### src/rtl/alu_pkg.sv
// rtl/alu_pkg.sv - opcodes, FSM states, flag indices and flag masking for the ALU command driver
package alu_pkg;

    localparam logic [2:0] OP_ADDU = 3'b000;
    localparam logic [2:0] OP_ADDS = 3'b001;
    localparam logic [2:0] OP_SUBU = 3'b010;
    localparam logic [2:0] OP_SUBS = 3'b011;

    localparam int FLG_CARRY = 2;
    localparam int FLG_OVF   = 1;
    localparam int FLG_ZERO  = 0;

    typedef enum logic [1:0] {
        ST_IDLE  = 2'd0,
        ST_DRIVE = 2'd1,
        ST_RESP  = 2'd2
    } drv_state_e;

    // True for opcodes 0xx; opcodes 1xx receive an error response.
    function automatic logic op_supported(input logic op_msb);
        return !op_msb;
    endfunction

    // Signed ops (opcode bit 0 set) report overflow only; unsigned ops report carry only.
    function automatic logic [2:0] mask_flags(input logic is_signed, input logic carry,
                                              input logic ovf, input logic zero);
        logic [2:0] f;
        f            = 3'b000;
        f[FLG_CARRY] = carry & ~is_signed;
        f[FLG_OVF]   = ovf & is_signed;
        f[FLG_ZERO]  = zero;
        return f;
    endfunction

endpackage

### src/rtl/alu_cmd_driver_if.sv
// rtl/alu_cmd_driver_if.sv - command, ALU and response signal bundle; cmd_chain exists only with ALU_DRV_CHAIN_EN
interface alu_cmd_driver_if #(
    parameter int NUMBITS  = 16,
    parameter int CNT_BITS = 8
);
    logic                cmd_valid;
    logic                cmd_ready;
    logic [2:0]          cmd_opcode;
    logic [NUMBITS-1:0]  cmd_a;
    logic [NUMBITS-1:0]  cmd_b;
`ifdef ALU_DRV_CHAIN_EN
    logic                cmd_chain;
`endif
    logic [NUMBITS-1:0]  alu_a;
    logic [NUMBITS-1:0]  alu_b;
    logic [2:0]          alu_opcode;
    logic [NUMBITS-1:0]  alu_result;
    logic                alu_carryout;
    logic                alu_overflow;
    logic                alu_zero;
    logic                rsp_valid;
    logic                rsp_ready;
    logic [NUMBITS-1:0]  rsp_result;
    logic [2:0]          rsp_flags;
    logic                rsp_err;
    logic [CNT_BITS-1:0] ovf_count;

    // Control master plus ALU: issues commands, evaluates operands, consumes responses.
    modport master (
`ifdef ALU_DRV_CHAIN_EN
        output cmd_chain,
`endif
        output cmd_valid, cmd_opcode, cmd_a, cmd_b,
        input  cmd_ready,
        input  alu_a, alu_b, alu_opcode,
        output alu_result, alu_carryout, alu_overflow, alu_zero,
        input  rsp_valid, rsp_result, rsp_flags, rsp_err, ovf_count,
        output rsp_ready
    );

    // The driver itself.
    modport slave (
`ifdef ALU_DRV_CHAIN_EN
        input  cmd_chain,
`endif
        input  cmd_valid, cmd_opcode, cmd_a, cmd_b,
        output cmd_ready,
        output alu_a, alu_b, alu_opcode,
        input  alu_result, alu_carryout, alu_overflow, alu_zero,
        output rsp_valid, rsp_result, rsp_flags, rsp_err, ovf_count,
        input  rsp_ready
    );
endinterface

### src/rtl/alu_sat_counter.sv
// rtl/alu_sat_counter.sv - saturating up-counter with increment enable
module alu_sat_counter #(
    parameter int WIDTH = 8
) (
    input  logic             clk,
    input  logic             rst_n,
    input  logic             inc,
    output logic [WIDTH-1:0] count
);
    logic [WIDTH-1:0] count_q, count_d;

    // Next count: step on inc, stick at all-ones.
    always_comb begin
        count_d = count_q;
        if (inc && (count_q != {WIDTH{1'b1}})) begin
            count_d = count_q + 1'b1;
        end
    end

    // Count register.
    always_ff @(posedge clk or negedge rst_n) begin
        if (!rst_n) begin
            count_q <= '0;
        end else begin
            count_q <= count_d;
        end
    end

    assign count = count_q;
endmodule

### src/rtl/alu_cmd_driver.sv
// rtl/alu_cmd_driver.sv - ALU command driver: accept, drive operands, settle, capture, respond (ALU_DRV_CHAIN_EN adds result chaining)
module alu_cmd_driver
    import alu_pkg::*;
#(
    parameter int NUMBITS       = 16,
    parameter int SETTLE_CYCLES = 1,
    parameter int CNT_BITS      = 8
) (
    input  logic              clk,
    input  logic              reset,
    alu_cmd_driver_if.slave   bus
);
    localparam int SW = (SETTLE_CYCLES > 1) ? $clog2(SETTLE_CYCLES) : 1;
    localparam logic [SW-1:0] SETTLE_LAST = SW'(SETTLE_CYCLES - 1);

    drv_state_e         state_q, state_d;
    logic               cmd_ready_q, cmd_ready_d;
    logic               rsp_valid_q, rsp_valid_d;
    logic [NUMBITS-1:0] alu_a_q, alu_a_d;
    logic [NUMBITS-1:0] alu_b_q, alu_b_d;
    logic [2:0]         alu_opcode_q, alu_opcode_d;
    logic [NUMBITS-1:0] rsp_result_q, rsp_result_d;
    logic [2:0]         rsp_flags_q, rsp_flags_d;
    logic               rsp_err_q, rsp_err_d;
    logic [SW-1:0]      settle_q, settle_d;
    logic [2:0]         cap_flags;
    logic               ovf_inc;
`ifdef ALU_DRV_CHAIN_EN
    logic [NUMBITS-1:0] chain_q, chain_d;
`endif

    // Flags as they will be reported if captured this cycle.
    always_comb begin
        cap_flags = mask_flags(alu_opcode_q[0], bus.alu_carryout, bus.alu_overflow, bus.alu_zero);
    end

    // Next-state and next-output logic for the IDLE -> DRIVE -> RESP sequence.
    always_comb begin
        state_d      = state_q;
        cmd_ready_d  = cmd_ready_q;
        rsp_valid_d  = rsp_valid_q;
        alu_a_d      = alu_a_q;
        alu_b_d      = alu_b_q;
        alu_opcode_d = alu_opcode_q;
        rsp_result_d = rsp_result_q;
        rsp_flags_d  = rsp_flags_q;
        rsp_err_d    = rsp_err_q;
        settle_d     = settle_q;
        ovf_inc      = 1'b0;
`ifdef ALU_DRV_CHAIN_EN
        chain_d      = chain_q;
`endif
        case (state_q)
            ST_IDLE: begin
                if (bus.cmd_valid && cmd_ready_q) begin
                    cmd_ready_d = 1'b0;
                    if (op_supported(bus.cmd_opcode[2])) begin
                        alu_a_d = bus.cmd_a;
`ifdef ALU_DRV_CHAIN_EN
                        if (bus.cmd_chain) begin
                            alu_a_d = chain_q;
                        end
`endif
                        alu_b_d      = bus.cmd_b;
                        alu_opcode_d = bus.cmd_opcode;
                        settle_d     = '0;
                        state_d      = ST_DRIVE;
                    end else begin
                        // Unsupported: answer immediately, leave the ALU operands alone.
                        rsp_err_d    = 1'b1;
                        rsp_result_d = '0;
                        rsp_flags_d  = 3'b000;
                        rsp_valid_d  = 1'b1;
                        state_d      = ST_RESP;
                    end
                end
            end
            ST_DRIVE: begin
                if (settle_q == SETTLE_LAST) begin
                    rsp_result_d = bus.alu_result;
                    rsp_flags_d  = cap_flags;
                    rsp_err_d    = 1'b0;
                    rsp_valid_d  = 1'b1;
                    settle_d     = '0;
                    ovf_inc      = cap_flags[FLG_OVF];
                    state_d      = ST_RESP;
`ifdef ALU_DRV_CHAIN_EN
                    chain_d      = bus.alu_result;
`endif
                end else begin
                    settle_d = settle_q + 1'b1;
                end
            end
            ST_RESP: begin
                if (bus.rsp_ready) begin
                    rsp_valid_d = 1'b0;
                    cmd_ready_d = 1'b1;
                    state_d     = ST_IDLE;
                end
            end
            default: begin
                rsp_valid_d = 1'b0;
                cmd_ready_d = 1'b1;
                state_d     = ST_IDLE;
            end
        endcase
    end

    // State and registered outputs; reset abandons any operation in flight.
    always_ff @(posedge clk or negedge reset) begin
        if (!reset) begin
            state_q      <= ST_IDLE;
            cmd_ready_q  <= 1'b1;
            rsp_valid_q  <= 1'b0;
            alu_a_q      <= '0;
            alu_b_q      <= '0;
            alu_opcode_q <= 3'b000;
            rsp_result_q <= '0;
            rsp_flags_q  <= 3'b000;
            rsp_err_q    <= 1'b0;
            settle_q     <= '0;
`ifdef ALU_DRV_CHAIN_EN
            chain_q      <= '0;
`endif
        end else begin
            state_q      <= state_d;
            cmd_ready_q  <= cmd_ready_d;
            rsp_valid_q  <= rsp_valid_d;
            alu_a_q      <= alu_a_d;
            alu_b_q      <= alu_b_d;
            alu_opcode_q <= alu_opcode_d;
            rsp_result_q <= rsp_result_d;
            rsp_flags_q  <= rsp_flags_d;
            rsp_err_q    <= rsp_err_d;
            settle_q     <= settle_d;
`ifdef ALU_DRV_CHAIN_EN
            chain_q      <= chain_d;
`endif
        end
    end

    alu_sat_counter #(
        .WIDTH (CNT_BITS)
    ) u_ovf_cnt (
        .clk   (clk),
        .rst_n (reset),
        .inc   (ovf_inc),
        .count (bus.ovf_count)
    );

    assign bus.cmd_ready  = cmd_ready_q;
    assign bus.rsp_valid  = rsp_valid_q;
    assign bus.alu_a      = alu_a_q;
    assign bus.alu_b      = alu_b_q;
    assign bus.alu_opcode = alu_opcode_q;
    assign bus.rsp_result = rsp_result_q;
    assign bus.rsp_flags  = rsp_flags_q;
    assign bus.rsp_err    = rsp_err_q;
endmodule

### src/flat_wrapper.sv
// flat-port wrapper written by rule: the top's interface ports become plain ports
module alu_cmd_driver_flat import alu_pkg::*;
#(
    parameter int NUMBITS       = 16,
    parameter int SETTLE_CYCLES = 1,
    parameter int CNT_BITS      = 8
)
  (clk, reset, bus_cmd_valid, bus_cmd_opcode, bus_cmd_a, bus_cmd_b, bus_cmd_ready, bus_alu_a, bus_alu_b, bus_alu_opcode, bus_alu_result, bus_alu_carryout, bus_alu_overflow, bus_alu_zero, bus_rsp_valid, bus_rsp_result, bus_rsp_flags, bus_rsp_err, bus_ovf_count, bus_rsp_ready);
  alu_cmd_driver_if #(.NUMBITS(NUMBITS), .CNT_BITS(CNT_BITS)) bus_i ();
  input  logic clk;
  input  logic reset;
  input wire logic [$bits(bus_i.cmd_valid)-1:0] bus_cmd_valid;
  input wire logic [$bits(bus_i.cmd_opcode)-1:0] bus_cmd_opcode;
  input wire logic [$bits(bus_i.cmd_a)-1:0] bus_cmd_a;
  input wire logic [$bits(bus_i.cmd_b)-1:0] bus_cmd_b;
  output wire logic [$bits(bus_i.cmd_ready)-1:0] bus_cmd_ready;
  output wire logic [$bits(bus_i.alu_a)-1:0] bus_alu_a;
  output wire logic [$bits(bus_i.alu_b)-1:0] bus_alu_b;
  output wire logic [$bits(bus_i.alu_opcode)-1:0] bus_alu_opcode;
  input wire logic [$bits(bus_i.alu_result)-1:0] bus_alu_result;
  input wire logic [$bits(bus_i.alu_carryout)-1:0] bus_alu_carryout;
  input wire logic [$bits(bus_i.alu_overflow)-1:0] bus_alu_overflow;
  input wire logic [$bits(bus_i.alu_zero)-1:0] bus_alu_zero;
  output wire logic [$bits(bus_i.rsp_valid)-1:0] bus_rsp_valid;
  output wire logic [$bits(bus_i.rsp_result)-1:0] bus_rsp_result;
  output wire logic [$bits(bus_i.rsp_flags)-1:0] bus_rsp_flags;
  output wire logic [$bits(bus_i.rsp_err)-1:0] bus_rsp_err;
  output wire logic [$bits(bus_i.ovf_count)-1:0] bus_ovf_count;
  input wire logic [$bits(bus_i.rsp_ready)-1:0] bus_rsp_ready;
  assign bus_i.cmd_valid = bus_cmd_valid;
  assign bus_i.cmd_opcode = bus_cmd_opcode;
  assign bus_i.cmd_a = bus_cmd_a;
  assign bus_i.cmd_b = bus_cmd_b;
  assign bus_cmd_ready = bus_i.cmd_ready;
  assign bus_alu_a = bus_i.alu_a;
  assign bus_alu_b = bus_i.alu_b;
  assign bus_alu_opcode = bus_i.alu_opcode;
  assign bus_i.alu_result = bus_alu_result;
  assign bus_i.alu_carryout = bus_alu_carryout;
  assign bus_i.alu_overflow = bus_alu_overflow;
  assign bus_i.alu_zero = bus_alu_zero;
  assign bus_rsp_valid = bus_i.rsp_valid;
  assign bus_rsp_result = bus_i.rsp_result;
  assign bus_rsp_flags = bus_i.rsp_flags;
  assign bus_rsp_err = bus_i.rsp_err;
  assign bus_ovf_count = bus_i.ovf_count;
  assign bus_i.rsp_ready = bus_rsp_ready;
  alu_cmd_driver #(.NUMBITS(NUMBITS), .SETTLE_CYCLES(SETTLE_CYCLES), .CNT_BITS(CNT_BITS)) u_core (.clk(clk), .reset(reset), .bus(bus_i));
endmodule
### config.mk
export PLATFORM = sky130hd
export DESIGN_NAME = alu_cmd_driver_flat
export DESIGN_NICKNAME = d
export VERILOG_FILES = /design/src/rtl/alu_pkg.sv /design/src/rtl/alu_cmd_driver_if.sv /design/src/rtl/alu_sat_counter.sv /design/src/rtl/alu_cmd_driver.sv /design/src/flat_wrapper.sv
export SDC_FILE = /design/constraint.sdc
export NUM_CORES = 1
export LEC_CHECK = 0
export BUFFER_PORTS_ARGS = -buffer_cell sky130_fd_sc_hd__buf_2
export CORE_MARGIN = 5
export CORE_UTILIZATION = 43
export CTS_BUF_LIST = sky130_fd_sc_hd__clkbuf_8
export CTS_CLUSTER_SIZE = 40
export DETAILED_ROUTE_END_ITERATION = 7
export GPL_TIMING_DRIVEN = 0
export PLACE_DENSITY = 0.84
export REMOVE_ABC_BUFFERS = 1
export SLEW_MARGIN = 15
export SYNTH_ARGS = -nofsm -noshare
export SYNTH_HDL_FRONTEND = slang
export SYNTH_SLANG_ARGS = --single-unit
### constraint.sdc
create_clock -name clk -period 1.66 [get_ports clk]
set_clock_uncertainty 0.2 [all_clocks]
set_input_delay 0.249 -clock clk [delete_from_list [all_inputs] [get_ports clk]]
set_output_delay 0.249 -clock clk [all_outputs]
set_load 0.01 [all_outputs]
**After elaboration in Yosys (flattened, before gate mapping)**

Cells that the tools add are included.
W data, S select, Z words.

- Logic and storage cells: 65
- Input bits: 58
- Output and inout port bits: 65
- Flip-flop bits (word level): 67

- $add $sub $neg: 2
- Bitwise gates (word level): 5
- Reductions and logical operators: 10
- Equal/unequal tests: 8
- Muxes and demuxes: 29

Operators with widths:

| cell | count |
|---|---|
| $mux W16 | 3 |
| $pmux W16 S2 | 1 |
| $mux W1 | 12 |
| $reduce_and A3 Y1 | 4 |
| $mux W3 | 3 |
| $add A8 B1 Y8 const B | 1 |
| $mux W2 | 4 |
| $ne A2 B2 Y1 const B | 4 |
| $ne A8 B8 Y1 const B | 1 |
| $reduce_and A4 Y1 | 2 |
| $pmux W1 S3 | 2 |
| $pmux W2 S3 | 1 |
| $pmux W3 S2 | 1 |
| $pmux W1 S2 | 2 |
| $not A1 Y1 | 3 |
| $and A1 B1 Y1 | 2 |
| $eq A2 B1 Y1 const B | 1 |
| $eq A2 B2 Y1 const B | 1 |
| $logic_and A1 B1 Y1 | 2 |
| $logic_not A2 Y1 | 1 |
| $ne A2 B1 Y1 const B | 1 |
| $reduce_bool A2 Y1 | 1 |
| $add A1 B1 Y1 const B | 1 |

**Longest topological paths before layout**

Gate-level depths: netlist of the first run.

- Word-level depth: 4
- Gate-level depth with buffers: 6
- Depth with buffers taken out: 4

**By module**

Synthesis of the first run repeated with hierarchy kept, for this count alone.

- Cell total of the unflattened synthesis: 174
- Area, all modules: 2703.8 um^2

Modules (own cells, without submodules):

| module | area an instance (um^2) | instances | sequential area each (um^2) | cells an instance |
|---|---|---|---|---|
| alu_cmd_driver | 2296.0 | 1 | 1452.6 | 140 |
| alu_sat_counter | 407.9 | 1 | 200.2 | 34 |

**Worst setup path before layout of the first run**

Ideal clock, no wire load.

- Kind: reg-to-reg
- From: register u_core.state_q[1]
- To: register u_core.u_ovf_cnt.count_q[7] (netlist: u_core.u_ovf_cnt.count[7])
- Path buffers: 0
- Stages on the path, launching flop included: 5
- Required time: 1.335 ns
- Period minus slack after synthesis: 1.668 ns
- Setup time: 0.125 ns
- Slack: -0.008 ns
- Arrival: 1.343 ns
- Cell sequence: dfrtp_1 and4b_2 nand4_1 nor3_2 mux2_2

- Cells in the longest elaborated chain, start to end: 3

Ends and longest elaborated chain:

| what | line | RTL |
|---|---|---|
| start: declaration | alu_cmd_driver.sv:16 | `drv_state_e state_q, state_d;` |
| start signal: assignment | alu_cmd_driver.sv:126 | `state_q <= state_d;` |
| $eq A2 B1 Y1 | alu_cmd_driver.sv:53 | `case (state_q)` |
| $mux W1 | alu_cmd_driver.sv:53 |  |
| $logic_and A1 B1 Y1 | alu_sat_counter.sv:15 | `if (inc && (count_q != {WIDTH{1'b1}})) begin` |
| end signal: assignment | alu_sat_counter.sv:25 | `count_q <= count_d;` |
| end: declaration | alu_sat_counter.sv:10 | `logic [WIDTH-1:0] count_q, count_d;` |

No other way between the ends.
A chain may end at the register's enable or synchronous reset.

**Final worst setup path of the first run**

- From: register u_core.cmd_ready_q (netlist: u_core.bus.cmd_ready)
- To: register u_core.rsp_flags_q[2] (netlist: u_core.bus.rsp_flags[2])

- Cells in the longest elaborated chain, start to end: 3

Ends and longest elaborated chain:

| what | line | RTL |
|---|---|---|
| start: declaration | alu_cmd_driver.sv:17 | `logic cmd_ready_q, cmd_ready_d;` |
| start signal: assignment | alu_cmd_driver.sv:127 | `cmd_ready_q <= cmd_ready_d;` |
| $logic_and A1 B1 Y1 | alu_cmd_driver.sv:55 | `if (bus.cmd_valid && cmd_ready_q) begin` |
| $ne A2 B1 Y1 (no source line) | n/a |  |
| $reduce_and A4 Y1 (no source line) | n/a |  |
| end signal: assignment | alu_cmd_driver.sv:133 | `rsp_flags_q <= rsp_flags_d;` |
| end: declaration | alu_cmd_driver.sv:23 | `logic [2:0] rsp_flags_q, rsp_flags_d;` |

No other way between the ends.

==> metrics.log, run 1 <==
INFO  metric place_congestion = ~0.8
INFO  metric worst_path_largest_cell_delay = roughly 0.58 ns
INFO  metric die_height = a little under 90 um
INFO  metric launching_element_type_of_the_critical_path = flip-flop
INFO  metric cts_htree_levels = 3
INFO  metric grt_setup_unrepaired = true
INFO  metric total_power = ~3.1 mW
INFO  metric num_vias = between 2000 and 2500
INFO  metric netlist_instances = 175
INFO  metric critical_path.slowest_cell = sky130_fd_sc_hd__dfstp_2
INFO  metric most-common-layout-cells = sky130_fd_sc_hd__buf_2 (120), sky130_fd_sc_hd__dfrtp_1 (63), sky130_fd_sc_hd__dlygate4sd3_1 (55), sky130_fd_sc_hd__mux2_4 (31), sky130_fd_sc_hd__a22o_1 (17)
INFO  metric syn_area_per_cell = between 15 and 20 um2
INFO  metric period_minus_slack = roughly 1.7 ns
INFO  metric crit_path_cell_trace = a31oi_1 > or2_2 > a32o_1
INFO  metric dominant_register_cell_in_the_synthesized_netlist = sky130_fd_sc_hd__dfrtp_1
INFO  metric io-pin-count = approximately 120
INFO  metric first_pass_grt_wire_length = 11400 um
INFO  metric first_global_vias = approximately 2400
INFO  metric fill_cells = about 400
INFO  metric post-route-util = 0.713
INFO  metric synthesis.area = approximately 0.0027 mm2
INFO  metric grt_antenna_before_repair = 0
INFO  metric post_synth_num_cell_types = 35
INFO  metric largest_net_degree_at_the_start_of_global_routing = 43
INFO  metric fp.dieW = between 80 and 90 um
INFO  metric worstPathArrival = around 1.7 ns
INFO  metric die_area = 0.00791 mm2
INFO  metric nets = 429
INFO  metric drc = 0
INFO  metric residual_antenna_violating_net_count_after_detailed_routing = 0
INFO  metric critical_path.endpoint_type = flip-flop
INFO  metric outcome = finished with violations
INFO  metric max_slew_violation_count = 0
INFO  metric initial_utilization = 0.448
INFO  metric totalWireLength = approximately 7700 um
INFO  metric tritoncts = built
INFO  metric layout_worst_path_cycle_share = 1.02
INFO  metric cts_made_buffers = 9
INFO  metric dp.final_hpwl = ~4300 um
INFO  metric dpl_worst_slack = -0.356 ns
INFO  metric post-route-worst-setup-slack = -0.0361 ns
INFO  metric insertedDiodeCount = 0
INFO  metric floorplan.rows = 28
INFO  metric min-delay-path-class = input pin to asynchronous set/reset pin
INFO  metric number_of_flops_mapped_to_enable_cells_by_yosys = 0
INFO  metric static-leakage-power = between 2 and 2.5 nW
INFO  metric synth_sequential_area_ratio = 0.616
INFO  metric area_growth_from_synthesis_to_layout = 59.3%
INFO  metric max_slew.worst_pin.slew = 0.663 ns
INFO  metric synth-async-reset-ratio = 1.00
INFO  metric grt_usage = 0.189
INFO  metric drive_gt1_frac = 0.533
INFO  metric drtPass1Iterations = 4
INFO  metric failed_checks = negative setup slack
INFO  metric cts.sinks = 66
INFO  metric cts_max_path_buffers = 2
INFO  metric yosys_register_bits = 66
INFO  metric post_drt_via_cell_ratio = a little under 5
INFO  metric critical_path_class = flip-flop to flip-flop
INFO  metric max_clock_freq = roughly 600 MHz
INFO  metric final-hold-violation-count = 0
INFO  metric number_of_warnings_printed_during_yosys_synthesis = 0
INFO  metric grt_overflow = 0
INFO  metric drtIter0Drc = 58
INFO  metric finalSetupViolCount = 45
INFO  metric timing.max_cap.violations = 0
INFO  metric root_buffer_cell = sky130_fd_sc_hd__clkbuf_8
INFO  metric critical_path_required = approximately 1.7 ns
INFO  metric power.density = around 730 mW/mm2
INFO  metric io_buffers = about 120
INFO  metric core_area = ~0.0060 mm2
INFO  metric fin_worst_hold_slack = approximately 0.17 ns
INFO  metric wl_per_cell = about 17 um
INFO  metric layout_commonest_cell = sky130_fd_sc_hd__buf_2
INFO  metric ir_drop = 0.512 mV
INFO  metric maxSlewHeadroom = 0.558
INFO  metric clk_pin_slew_worst_paths = roughly 0.07 ns
INFO  metric clock_insertion_delay_worst_skew = 0.33 ns
INFO  metric critical_path.max_fanout = 21
-- layout make-up --
| cell class | instances | area, um2 | area share |
|---|---|---|---|
| Sequential cell | 66 | 1660 | 0.388 |
| Timing Repair Buffer | 193 | 1360 | 0.319 |
| Multi-Input combinational cell | 97 | 961 | 0.225 |
| Clock buffer | 9 | 124 | 0.0290 |
| Tap cell | 75 | 93.8 | 0.0220 |
| Clock inverter | 7 | 62.6 | 0.0146 |
| Inverter | 3 | 11.3 | 0.00264 |
-- final timing paths --
path                                          from                        end  slack (ns)  cells past startpoint
min                                          reset  u_core.u_ovf_cnt.count[6]        0.17                      2
max                           u_core.bus.cmd_ready    u_core.bus.rsp_flags[2]       -0.04                      3
min reg2reg                u_core.bus.rsp_flags[1]    u_core.bus.rsp_flags[1]        0.30                      1
max reg2reg                   u_core.bus.cmd_ready    u_core.bus.rsp_flags[2]       -0.04                      3
min in group clk                     bus_cmd_valid         u_core.bus.rsp_err        0.18                      4
max in group asynchronous                    reset       u_core.bus.cmd_ready        0.51                      3
-- cells in the mapped netlist (2+ instances only) --
library cell               number  area [um2]
sky130_fd_sc_hd__dfrtp_1       65        1630
sky130_fd_sc_hd__o21ai_0        2        10.0
sky130_fd_sc_hd__a22o_1        17         149
sky130_fd_sc_hd__a31oi_1        2        12.5
sky130_fd_sc_hd__clkbuf_1       2        7.51
sky130_fd_sc_hd__nor2_1         6        22.5
sky130_fd_sc_hd__buf_2          2        10.0
sky130_fd_sc_hd__nand2_1        7        26.3
sky130_fd_sc_hd__inv_1          3        11.3
sky130_fd_sc_hd__buf_12         2        40.0
sky130_fd_sc_hd__nand3_1        2        10.0
sky130_fd_sc_hd__mux2_2         9         101
sky130_fd_sc_hd__and3_1         3        18.8
sky130_fd_sc_hd__a21oi_1        4        20.0
sky130_fd_sc_hd__xnor2_1        3        26.3
sky130_fd_sc_hd__mux2_4        27         405
-- power breakdown --
part	switching [mW]	internal, mW	total, mW
Combinational	0.0759	0.141	0.216
Clock	0.597	0.677	1.27
Sequential	0	1.61	1.61
Total	0.673	2.43	3.10
-- per-stage QoR --
stage               setup TNS [ns]  instances  instance area [um2]
floorplan                   -30.17        166                 2590
global placement            -47.15        362                 3290
detailed placement           -8.36        364                 3330
CTS                         -0.622        438                 4120
global route                 -3.76        450                 4270
finish                      -0.633        450                 4270
-- metal layers --
layer	GRT usage	routed length (um)	up-vias
met4	0.0704	147	0
met5	0	0	-
met3	0.0452	603	15
met1	0.216	2950	1102
li1	-	-	1013
met2	0.341	3980	101
-- what timing repair did --
action / CTS / global route
endpoints found under the setup margin: 55 / 57
gates resized for setup: 8 / 5
setup buffers: 3 / 9
endpoints found under the hold margin: 119 / 0
pin swaps: 2 / 1
hold buffers: 55 / 0
cloned: 0 / 3
-- flip-flops by register name, indices dropped and copies added, names as in the netlist, 2 cells and up --
register / count
u_core.state_q: 2
u_core.bus.rsp_flags: 3
u_core.bus.rsp_result: 16
u_core.bus.alu_a: 16
u_core.bus.alu_opcode: 2
u_core.bus.alu_b: 16
u_core.u_ovf_cnt.count: 8
-- worst max-delay path: cells and delay by family (launching register included) --
family	cells	cell delay, ns
AOI/OAI and AO/OA	2	0.35
DFF	1	0.58
and+or+nand+nor	1	0.45
-- logic make-up after synthesis --
group	Yosys count	share of synthesized area
other	1	0.00140
adder cells (fa/ha/maj)	1	0.00467
XOR/XNOR	3	0.00980
AO/OA/AOI/OAI	31	0.0905
buffers and inverters	12	0.0383
multiplexers	36	0.189
AND/OR/NAND/NOR	25	0.0499
flip-flops	66	0.616
No activity file was read; power rests on OpenSTA's default activity.
==> run 2: changes to the inputs <==
==> constraint.sdc (replaced) <==
create_clock -name clk -period 1.66 [get_ports clk]
set_clock_uncertainty 0.2 [all_clocks]
set_input_delay 0.332 -clock clk [delete_from_list [all_inputs] [get_ports clk]]
set_output_delay 0.332 -clock clk [all_outputs]
set_load 0.01 [all_outputs]
==> run 2 against run 1 <==
Compared with the run above:
- the run still ends with negative setup slack left
- combinational power fell by 46%
- sequential power hardly changed
- die area unchanged
- via count fell by 12%
- highest routed layer unchanged
==> metrics.log, run 2 (synthesized netlist as in run 1, its figures left out) <==
INFO  metric grt_setup_unrepaired = true
INFO  metric most-common-layout-cells = sky130_fd_sc_hd__buf_2 (120), sky130_fd_sc_hd__dfrtp_1 (63), sky130_fd_sc_hd__mux2_4 (31), sky130_fd_sc_hd__a22o_1 (17), sky130_fd_sc_hd__buf_4 (11)
INFO  metric grt_overflow = 0
INFO  metric cts_htree_levels = 3
INFO  metric power.density = about 800 mW/mm2
INFO  metric totalWireLength = 6350 um
INFO  metric worstPathArrival = around 1.7 ns
INFO  metric layout_worst_path_cycle_share = 1.03
INFO  metric drive_gt1_frac = 0.617
INFO  metric power_frac_comb = 0.039
INFO  metric pwr-share-seq = 0.538
INFO  metric clock_insertion_delay_worst_skew = ~0.32 ns
INFO  metric max_slew.worst_pin.slew = about 0.64 ns
INFO  metric layout.cell_area.non_filler = ~0.0037 mm2
INFO  metric first_pass_grt_wire_length = roughly 9400 um
INFO  metric critical_path.endpoint_type = flip-flop
INFO  metric final-hold-violation-count = 0
INFO  metric post-route-util = 0.624
INFO  metric ir_drop = approximately 0.50 mV
INFO  metric static-leakage-power = 2.11 nW
INFO  metric insertedDiodeCount = 0
INFO  metric drc = 0
INFO  metric drtPass1Iterations = 4
INFO  metric outcome = finished with violations
INFO  metric initial_utilization = 0.448
INFO  metric cts.sinks = 66
INFO  metric core_area = approximately 0.0060 mm2
INFO  metric io_buffers = between 100 and 150
INFO  metric cell_internal_pwr = about 2.3 mW
INFO  metric grt_usage = 0.155
INFO  metric total_power = approximately 3.0 mW
INFO  metric max_clock_freq = 586 MHz
INFO  metric residual_antenna_violating_net_count_after_detailed_routing = 0
INFO  metric min-delay-path-class = input pin to flip-flop
INFO  metric die_area = roughly 0.0079 mm2
INFO  metric drtIter0Drc = 43
INFO  metric wl_per_cell = approximately 16 um
INFO  metric critical_path_class = flip-flop to flip-flop
INFO  metric p_sw_frac = 0.215
INFO  metric period_minus_slack = about 1.7 ns
INFO  metric grt_antenna_before_repair = 0
INFO  metric num_vias = about 2000
INFO  metric maxSlewHeadroom = 0.573
INFO  metric clk_pin_slew_worst_paths = approximately 0.07 ns
INFO  metric clkPwrFrac = 0.423
INFO  metric launching_element_type_of_the_critical_path = flip-flop
INFO  metric fp.dieW = 89.0 um
INFO  metric first_global_vias = between 2000 and 2500
INFO  metric place_congestion = between 0.7 and 0.8
INFO  metric die_height = roughly 89 um
INFO  metric largest_net_degree_at_the_start_of_global_routing = 43
INFO  metric nets = 375
INFO  metric timing.max_cap.violations = 0
INFO  metric io-pin-count = around 120
INFO  metric critical_path.max_fanout = 21
INFO  metric tritoncts = built
INFO  metric post_drt_via_cell_ratio = 4.97
INFO  metric placed_cell_areas = 0.00333 mm2
INFO  metric dp.final_hpwl = roughly 4300 um
INFO  metric layout_commonest_cell = sky130_fd_sc_hd__buf_2
INFO  metric root_buffer_cell = sky130_fd_sc_hd__clkbuf_8
INFO  metric failed_checks = negative setup slack
INFO  metric post-route-worst-setup-slack = -0.0465 ns
INFO  metric p_switching = about 0.64 mW
INFO  metric max_slew_violation_count = 0
INFO  metric cts_made_buffers = 9
INFO  metric area_growth_from_synthesis_to_layout = 39.4%
INFO  metric cts_max_path_buffers = 2
INFO  metric floorplan.rows = 28
INFO  metric finalSetupViolCount = 34
INFO  metric critical_path_required = 1.68 ns
-- run 2: final cells by class --
class	instances	area (um2)
clock buffers	9	124
clock inverters	7	62.6
fillers	464	2250
inverters	3	11.3
multi-input cells	97	968
flip-flops and latches	66	1660
well taps	75	93.8
repair buffers	139	823
-- run 2: worst paths after layout --
path                                    startpoint                   endpoint  slack (ns)  depth (start not counted)
max in group asynchronous                    reset       u_core.bus.cmd_ready        0.43                          3
max                           u_core.bus.cmd_ready    u_core.bus.rsp_flags[2]       -0.05                          3
min                             bus_alu_result[10]  u_core.bus.rsp_result[10]        0.02                          2
max reg2reg                   u_core.bus.cmd_ready    u_core.bus.rsp_flags[2]       -0.05                          3
min reg2reg                u_core.bus.rsp_flags[1]    u_core.bus.rsp_flags[1]        0.28                          1
min in group asynchronous                    reset  u_core.u_ovf_cnt.count[6]        0.26                          2
-- run 2: repair_timing --
action                     in CTS  in global routing
pin swaps                       2                  1
hold endpoints to repair       26                  0
resized for setup               8                  6
setup endpoints to repair      55                 57
cloned                          0                  2
setup buffers                   3                  8
hold buffers                    3                  0
-- run 2: worst max-delay path, stage by stage (launching register included) --
cell,delay [ns]
sky130_fd_sc_hd__dfstp_2,0.58
sky130_fd_sc_hd__a31oi_1,0.10
sky130_fd_sc_hd__or2_2,0.45
sky130_fd_sc_hd__a32o_1,0.26
-- run 2: through the flow --
stage,TNS [ns],setup slack [ns],hold WS (ns),std cells
2_1_floorplan,-30.17,-0.936,-0.164,166
3_3_place_gp,-52.91,-1.28,0.256,362
3_5_place_dp,-8.36,-0.356,0.0584,364
4_1_cts,-0.622,-0.0412,0.0000646,386
5_1_grt,-3.59,-0.109,0.0108,396
6_report,-0.807,-0.0465,0.0226,396
-- run 2: power groups by stage --
| stage | Combinational [mW] | Clock, mW | Sequential [mW] |
|---|---|---|---|
| final | 0.116 | 1.26 | 1.61 |
| after global placement | 0.102 | 0 | 1.64 |
| after global routing | 0.133 | 1.38 | 1.61 |
| after floorplan | 0.00712 | 0 | 1.64 |
| after CTS | 0.119 | 1.31 | 1.61 |
| after detailed placement | 0.113 | 0 | 1.64 |
-- run 2: routing by layer --
metal,vias up,track usage,wire length (um)
met5,-,0,0
met4,0,0.0704,131
met3,13,0.0452,605
met2,88,0.243,3010
met1,959,0.199,2600
li1,909,-,-
==> run 3: changes to the inputs <==
SKIP_CTS_REPAIR_TIMING = 1   (was unset)
==> run 3 against run 2 <==
Compared with the run above:
- the flow still finishes with violations (negative setup slack)
- die area unchanged
- first-iteration DRC count increased by 37%
- via count up 0.15%
- total power is essentially flat
- combinational power fell by 3%
- sequential share of layout area is 0.67 points higher
- setup slack lost 0.025 ns
- fmax is 1.4% lower
- critical path type unchanged
- critical endpoint is now u_core.u_ovf_cnt.count[5]
- largest cell class unchanged
- largest power group unchanged
==> metrics.log, run 3 (synthesized netlist as in run 1, its figures left out) <==
INFO  metric final-hold-violation-count = 0
INFO  metric core_area = ~0.006 mm2
INFO  metric finalSetupViolCount = 39
INFO  metric outcome = finished with violations
INFO  metric global_route.peak_usage_layer = met2
INFO  metric worstHoldStart = bus_cmd_opcode[0]
INFO  metric drc = 0
INFO  metric worstPathArrival = between 1.5 and 2 ns
INFO  metric critical_path_class = flip-flop to flip-flop
INFO  metric clk_pin_slew_worst_paths = roughly 0.07 ns
INFO  metric post_drt_via_cell_ratio = 5.02
INFO  metric place_congestion = ~0.8
INFO  metric initial_utilization = 0.448
INFO  metric period_minus_slack = 1.73 ns
INFO  metric totalWireLength = 6210 um
INFO  metric launching_element_type_of_the_critical_path = flip-flop
INFO  metric critical_path_required = 1.67 ns
INFO  metric total_power = 2.98 mW
INFO  metric layout_worst_path_cycle_share = 1.04
INFO  metric cts_htree_levels = 3
INFO  metric fill_cells = 480
INFO  metric io_buffers = between 100 and 150
INFO  metric placed_cells_incl_taps = between 300 and 400
INFO  metric layout_commonest_cell = sky130_fd_sc_hd__buf_2
INFO  metric critical_path.max_fanout = 5
INFO  metric area_growth_from_synthesis_to_layout = 37.2%
INFO  metric r2r_cells = 4
INFO  metric first_pass_grt_wire_length = 9200 um
INFO  metric tritoncts = built
INFO  metric grt_usage = 0.151
INFO  metric most-common-layout-cells = sky130_fd_sc_hd__buf_2 (120), sky130_fd_sc_hd__dfrtp_1 (64), sky130_fd_sc_hd__mux2_4 (29), sky130_fd_sc_hd__a22o_1 (17), sky130_fd_sc_hd__buf_4 (11)
INFO  metric insertedDiodeCount = 0
INFO  metric static-leakage-power = 2.09 nW
INFO  metric drtIter0Drc = 59
INFO  metric num_vias = between 1500 and 2000
INFO  metric wl_per_cell = 15.8 um
INFO  metric layoutNonFillerInstCount = just under 400
INFO  metric failed_checks = negative setup slack
INFO  metric grt_overflow = 0
INFO  metric cts_made_buffers = 9
INFO  metric first_global_vias = 1969
INFO  metric grt_setup_unrepaired = true
INFO  metric cts_max_path_buffers = 2
INFO  metric floorplan.rows = 28
INFO  metric critical_path.endpoint_type = flip-flop
INFO  metric fp.dieW = about 89 um
INFO  metric ir_drop = approximately 0.5 mV
INFO  metric drtPass1Iterations = 4
INFO  metric root_buffer_cell = sky130_fd_sc_hd__clkbuf_8
INFO  metric cts.sinks = 66
INFO  metric power.density = 811 mW/mm2
INFO  metric max_slew_violation_count = 0
INFO  metric global_route.usage.met2 = 0.236
INFO  metric global_route.usage.met1 = 0.199
INFO  metric rr_startpoint = u_core.state_q[1]
INFO  metric setup.worst_path.start = u_core.state_q[1]
INFO  metric clock_insertion_delay_worst_skew = 0.32 ns
INFO  metric residual_antenna_violating_net_count_after_detailed_routing = 0
INFO  metric grt_use_met3 = 0.0442
INFO  metric die_height = slightly below 90 um
INFO  metric io-pin-count = around 120
INFO  metric max_clock_freq = ~580 MHz
INFO  metric dp.final_hpwl = 4280 um
INFO  metric post-route-worst-setup-slack = -0.0710 ns
INFO  metric hold_path_depth = 3
INFO  metric timing.max_cap.violations = 0
INFO  metric nets = ~370
INFO  metric drive_gt1_frac = 0.623
INFO  metric min-delay-path-class = input pin to flip-flop
INFO  metric dpl_worst_slack = -0.356 ns
INFO  metric die_area = slightly below 0.008 mm2
INFO  metric grt_antenna_before_repair = 0
INFO  metric largest_net_degree_at_the_start_of_global_routing = 43
-- run 3: per-stage QoR --
step | hold WS [ns] | utilization | instance area (um2) | setup TNS (ns)
after floorplan | -0.164 | - | 2590 | -30.17
after global placement | 0.256 | 0.549 | 3290 | -52.91
after detailed placement | 0.0584 | 0.556 | 3330 | -8.36
after CTS | -0.311 | 0.588 | 3520 | -9.29
after global routing | 0.0108 | 0.614 | 3680 | -3.88
final | 0.0151 | 0.614 | 3680 | -0.922
-- run 3: power breakdown --
part	total (mW)	internal (mW)	switching [mW]
clock network	1.26	0.677	0.587
registers	1.61	1.61	0
logic	0.112	0.0575	0.0547
total	2.98	2.34	0.642
-- run 3: routing by layer --
metal  vias to the layer above  routed length (um)
li1                        903                   -
met1                       957                2570
met2                       101                2880
met3                        11                 640
met4                         0                 110
met5                         -                   0
-- run 3: final timing paths --
check / end / slack, ns
min: u_core.bus.alu_opcode[0] / 0.02
min in group asynchronous: u_core.u_ovf_cnt.count[6] / 0.25
max in group asynchronous: u_core.bus.cmd_ready / 0.43
max reg2reg: u_core.u_ovf_cnt.count[5] / -0.07
min reg2reg: u_core.bus.rsp_flags[1] / 0.28
max: u_core.u_ovf_cnt.count[5] / -0.07
-- run 3: critical path, cell delays in order, from the launching register on --
cell and delay, ns:
sky130_fd_sc_hd__dfrtp_2 0.44, sky130_fd_sc_hd__and4b_2 0.34, sky130_fd_sc_hd__nand4_1 0.16, sky130_fd_sc_hd__nor2_1 0.18
sky130_fd_sc_hd__mux2_4 0.31
-- run 3: area by class of cell --
type / count / area, um2 / area share
clock buffers: 9 / 124 / 0.0337
clock inverters: 7 / 62.6 / 0.0170
multi-input cells: 97 / 956 / 0.260
inverters: 3 / 11.3 / 0.00306
repair buffers: 136 / 778 / 0.211
well taps: 75 / 93.8 / 0.0255
flip-flops and latches: 66 / 1650 / 0.450
